`src/rtl/core_pkg.sv`:
```
// Encodings shared by the decoder, forwarding unit and writeback stage of the RV32 core.
package core_pkg;

    localparam logic [1:0] WB_SEL_ALU  = 2'b00;
    localparam logic [1:0] WB_SEL_LOAD = 2'b01;
    localparam logic [1:0] WB_SEL_PC4  = 2'b10;
    localparam logic [1:0] WB_SEL_IMM  = 2'b11;

    localparam logic [2:0] F3_LB  = 3'b000;
    localparam logic [2:0] F3_LH  = 3'b001;
    localparam logic [2:0] F3_LW  = 3'b010;
    localparam logic [2:0] F3_LBU = 3'b100;
    localparam logic [2:0] F3_LHU = 3'b101;

endpackage

```
`src/rtl/load_align.sv`:
```
// Selects and extends the byte/halfword/word addressed by a load from a word-aligned read.
module load_align
    import core_pkg::*;
#(
    parameter int XLEN = 32
) (
    input  logic [XLEN-1:0] rdata,
    input  logic [1:0]      ofs,
    input  logic [2:0]      funct3,
    output logic [XLEN-1:0] data,
    output logic            err
);

    logic signed [7:0]  byte_sel;
    logic signed [15:0] half_sel;

    always_comb begin
        case (ofs)
            2'd0:    byte_sel = rdata[7:0];
            2'd1:    byte_sel = rdata[15:8];
            2'd2:    byte_sel = rdata[23:16];
            default: byte_sel = rdata[31:24];
        endcase
        half_sel = ofs[1] ? rdata[31:16] : rdata[15:0];
    end

    // Errored loads return zero so the stage never forwards stale memory data.
    always_comb begin
        data = '0;
        err  = 1'b0;
        case (funct3)
            F3_LB:   data = XLEN'(byte_sel);
            F3_LBU:  data = XLEN'($unsigned(byte_sel));
            F3_LH:   begin
                err  = ofs[0];
                data = ofs[0] ? '0 : XLEN'(half_sel);
            end
            F3_LHU:  begin
                err  = ofs[0];
                data = ofs[0] ? '0 : XLEN'($unsigned(half_sel));
            end
            F3_LW:   begin
                err  = (ofs != 2'd0);
                data = (ofs != 2'd0) ? '0 : rdata;
            end
            default: err = 1'b1;
        endcase
    end

endmodule

```
`src/rtl/wb_unit.sv`:
```
// MEM/WB pipeline register: formats writeback data, drives the register-file write port
// and the WB forwarding source, and counts retired instructions.
module wb_unit
    import core_pkg::*;
#(
    parameter int XLEN  = 32,
    parameter int CNT_W = 64
) (
    input  logic             clk,
    input  logic             rst,
    input  logic             mem_valid,
    input  logic             wb_stall,
    input  logic             wb_flush,
    input  logic             mem_reg_write,
    input  logic [4:0]       mem_rd,
    input  logic [1:0]       mem_wb_sel,
    input  logic [2:0]       mem_funct3,
    input  logic [XLEN-1:0]  mem_alu_result,
    input  logic [XLEN-1:0]  mem_rdata,
    input  logic [XLEN-1:0]  mem_pc_plus4,
    input  logic [XLEN-1:0]  mem_imm,
    output logic             rf_wr_en,
    output logic [4:0]       rf_rd,
    output logic [XLEN-1:0]  rf_wr_data,
    output logic             wb_valid,
    output logic             load_err,
    output logic [CNT_W-1:0] instret
);

    logic [XLEN-1:0] ld_data_p0;
    logic            ld_err_p0;
    logic            err_p0;
    logic [XLEN-1:0] fmt_data_p0;

    load_align #(.XLEN(XLEN)) u_load_align (
        .rdata  (mem_rdata),
        .ofs    (mem_alu_result[1:0]),
        .funct3 (mem_funct3),
        .data   (ld_data_p0),
        .err    (ld_err_p0)
    );

    assign err_p0 = (mem_wb_sel == WB_SEL_LOAD) & ld_err_p0;

    always_comb begin
        case (mem_wb_sel)
            WB_SEL_LOAD: fmt_data_p0 = ld_data_p0;
            WB_SEL_PC4:  fmt_data_p0 = mem_pc_plus4;
            WB_SEL_IMM:  fmt_data_p0 = mem_imm;
            default:     fmt_data_p0 = mem_alu_result;
        endcase
    end

    // ---- MEM -> WB boundary ----
    always_ff @(posedge clk) begin
        if (!rst) begin
            rf_wr_en   <= 1'b0;
            rf_rd      <= '0;
            rf_wr_data <= '0;
            wb_valid   <= 1'b0;
            load_err   <= 1'b0;
            instret    <= '0;
        end else if (wb_flush) begin
            rf_wr_en <= 1'b0;
            wb_valid <= 1'b0;
            load_err <= 1'b0;
        end else if (!wb_stall) begin
            wb_valid   <= mem_valid;
            rf_rd      <= mem_rd;
            rf_wr_data <= fmt_data_p0;
            rf_wr_en   <= mem_valid & mem_reg_write & (mem_rd != 5'd0) & ~err_p0;
            load_err   <= mem_valid & err_p0;
            if (mem_valid)
                instret <= instret + CNT_W'(1);
        end
    end

endmodule

```
`config.mk`:
```
export PLATFORM = sky130hd
export DESIGN_NAME = wb_unit
export DESIGN_NICKNAME = d
export VERILOG_FILES = /design/src/rtl/core_pkg.sv /design/src/rtl/load_align.sv /design/src/rtl/wb_unit.sv
export SDC_FILE = /design/constraint.sdc
export NUM_CORES = 1
export LEC_CHECK = 0
export CAP_MARGIN = 20
export CORE_AREA = 10 10 130 132
export DETAILED_ROUTE_END_ITERATION = 6
export DIE_AREA = 0 0 140 142
export GPL_ROUTABILITY_DRIVEN = 0
export GPL_TIMING_DRIVEN = 0
export PLACE_DENSITY_LB_ADDON = 0.15
export SYNTH_ARGS = -nofsm -noshare
export SYNTH_HDL_FRONTEND = slang
export SYNTH_SLANG_ARGS = --single-unit
```
`constraint.sdc`:
```
create_clock -name clk -period 2.5 [get_ports clk]
set_input_delay 0.25 -clock clk [delete_from_list [all_inputs] [get_ports clk]]
set_output_delay 0.25 -clock clk [all_outputs]
set_load 0.02 [all_outputs]
```
==> flow_summary.ini <==
[worst_setup_path]
critPathRequiredTime_ps = 2790
worst_ep_arrival_time_ps = 2640
critPathLaunchType = input port
crit_chain = clkdlybuf4s50_1 > nor3b_4 > nand2_2 > or4_4 > buf_6 > buf_6 > or4_1 > a21oi_1
path_class = in -> reg
r2r_cells = 7
crit_fanout = 19
slowest_stage = clkdlybuf4s50_1
crit_top_cell = buf_6
end_kind = register
critical_path.top_delay_family = simple AND/OR/NAND/NOR gates
max_stage_delay_ps = 530
worst-path-buf-inv = 3
cp_num_cells = 8

[power]
p_per_area_nw_per_um2 = 432
max-vdd-ir-drop_mv = 0.538
p_leak_nw = 2.96

[cells_and_area]
layout.nets = 1209
area.growth.synth_to_final_pct = 50.3
layout_common_cells = clkdlybuf4s50_1, nand2_1, dfxtp_1
fillers = 1308
drive_gt1_share_pct = 5.71
layout_commonest_cell = clkdlybuf4s50_1
multi_input_area_um2 = 3720
seqCellArea_um2 = 2090

[yosys]
synth_area_leader_cell = dfxtp_1
synthFlopType = dfxtp_1
synth_edf_count = 0
synth_area_leaders = dfxtp_1, a21oi_1, nand2_1, o21ai_0, mux2i_1
syn-num-nets = 951
ys_warn_count = 0
synth_top_area_share_pct = 34.0
synth-seq-cells = 104
async_flop_share_pct = 0
syn_avg_cell_area_um2 = 7.61
syn_inst = 806
synth_area_um2 = 6130
yosys.cell_types.count = 53
ys_seq_area_share_pct = 34.0

[detailed_routing]
wl_um = 24300
viasPerCell = 5.74
ant_nets = 0
drtIter0Drc = 470
wl_per_cell_um = 19.4
drt_drc_violations_left = 0
drtPass1Iterations = 5
via_count = 7208

[die]
die_h_um = 142
dieArea_um2 = 19900
coreArea_um2 = 14300
pin_count = 248
initial_core_util_pct = 42.8
rows = 44
chipWidth_um = 140

[sta]
fmax_ghz = 0.425
fin_crit_sh_pct = 94.1
timing.slew.headroom_pct = 34.1
tightest_slew_ps = 988
finalSetupViolCount = 0
layout_min_cycle_time_ps = 2350
hold_viol = 0
setup_ws_ps = 148
setup_tns_ps = 0
rsz0062_at_grt = no
fin_skew_ps = 14.3
final_max_slew_viol_count = 0

[place]
port_buffers = 244
dpl.hpwl_um = 18800
dp_slack_ps = -649

[hold_path]
min_path_cells = 3
hold_path.class = in -> reg

[grt]
grt_max_degree = 20
overflow = 0
grt_pass1_vias = 6939
grt_first_pass_wirelength_um = 38300
gr-usage-met3_pct = 7.31
busiest_layer = met2
grt_use_met1_pct = 30.3
gr-usage-met2_pct = 36.3
antenna_found_initial = 3
grt_use_total_pct = 23.5

[clock_network]
htree_levels = 3
clock_latency_ps = 350
cts-root-buf = clkbuf_16
numCtsBuffers = 9
cts.sinks = 104
clk_path_buf_depth = 2
tritoncts = done
cts-hold-fix-buffers = 0
clk_pin_slew_ps = 70

[status]
status = finished clean

[run]
drv_cap = 0
==> cells by family after synthesis <==
logic type | synth area share [%]
xor gates and xnor gates | 3.00
adders and majority gates | 0.204
and+or+nand+nor | 25.3
AOI/OAI and AO/OA | 26.4
DFF | 34.0
muxes | 5.18
buffers and inverters | 5.92
==> worst paths after layout <==
kind                       from       endpoint  slack (ps)
hold reg to reg   rf_wr_data[9]  rf_wr_data[9]         460
setup / recovery       wb_flush    instret[53]         150
setup reg to reg     instret[7]    instret[53]         160
hold / removal         wb_stall       load_err         180
==> synth_stat cells (11+ instances only) <==
library cell / instances
o21ai_0: 55
and4_1: 11
mux2i_1: 25
nand2_1: 107
or4_1: 27
dfxtp_1: 104
nor2b_1: 11
o31ai_1: 25
a21oi_1: 94
a21o_1: 17
clkbuf_1: 50
nor2_1: 44
or3_1: 13
o211ai_1: 18
nand3_1: 26
xnor2_1: 16
inv_1: 27
nand4_1: 12
nor4_1: 12
==> power breakdown <==
group / internal [mW] / leakage, nW / switching, mW
logic: 0.375 / 1.97 / 0.351
clock network: 0.882 / 0.145 / 0.660
registers: 1.69 / 0.848 / 0.0193
total: 2.95 / 2.96 / 1.03
==> metal layers <==
layer | wire, um | vias up
met3 | 2060 | 44
li1 | - | 3503
met2 | 10900 | 314
met4 | 683 | 0
met1 | 10700 | 3347
met5 | 0 | -
==> tightest hold or removal path: stages <==
cell and delay, ps:
buf_6 120, nand2_1 60, a21oi_1 50
==> cell type report <==
cell class,instances,share of cell area [%]
repair buffers,251,27.0
well taps,184,2.50
clock inverters,6,0.991
inverters,28,1.14
clock buffers,10,2.48
multi-input cells,612,40.3
flip-flops and latches,104,22.7
diodes,3,0.0815
plain buffers,58,2.73
==> state kept, by name, summed over array words and instances (netlist names) <==
register / cells
rf_wr_en: 1
wb_valid: 1
rf_wr_data: 32
instret: 64
rf_rd: 5
load_err: 1
==> per-stage QoR <==
stage	cell area (um2)	utilization, %	std cells	hold slack (ps)	total power, mW
6_report	9220	64.4	1256	185	3.98
5_1_grt	9220	64.4	1256	186	4.12
4_1_cts	9180	64.1	1252	179	4.00
3_5_place_dp	8810	61.6	1236	448	2.46
3_3_place_gp	8800	61.5	1234	440	2.46
2_1_floorplan	6130	-	806	386	2.05
==> what timing repair did <==
action,4_1_cts,5_1_grt
gates cloned,0,0
setup buffers,2,3
resized for setup,14,9
pin swaps,1,2
endpoints found under the setup margin,26,26
Power figures use the tool's default switching activity.
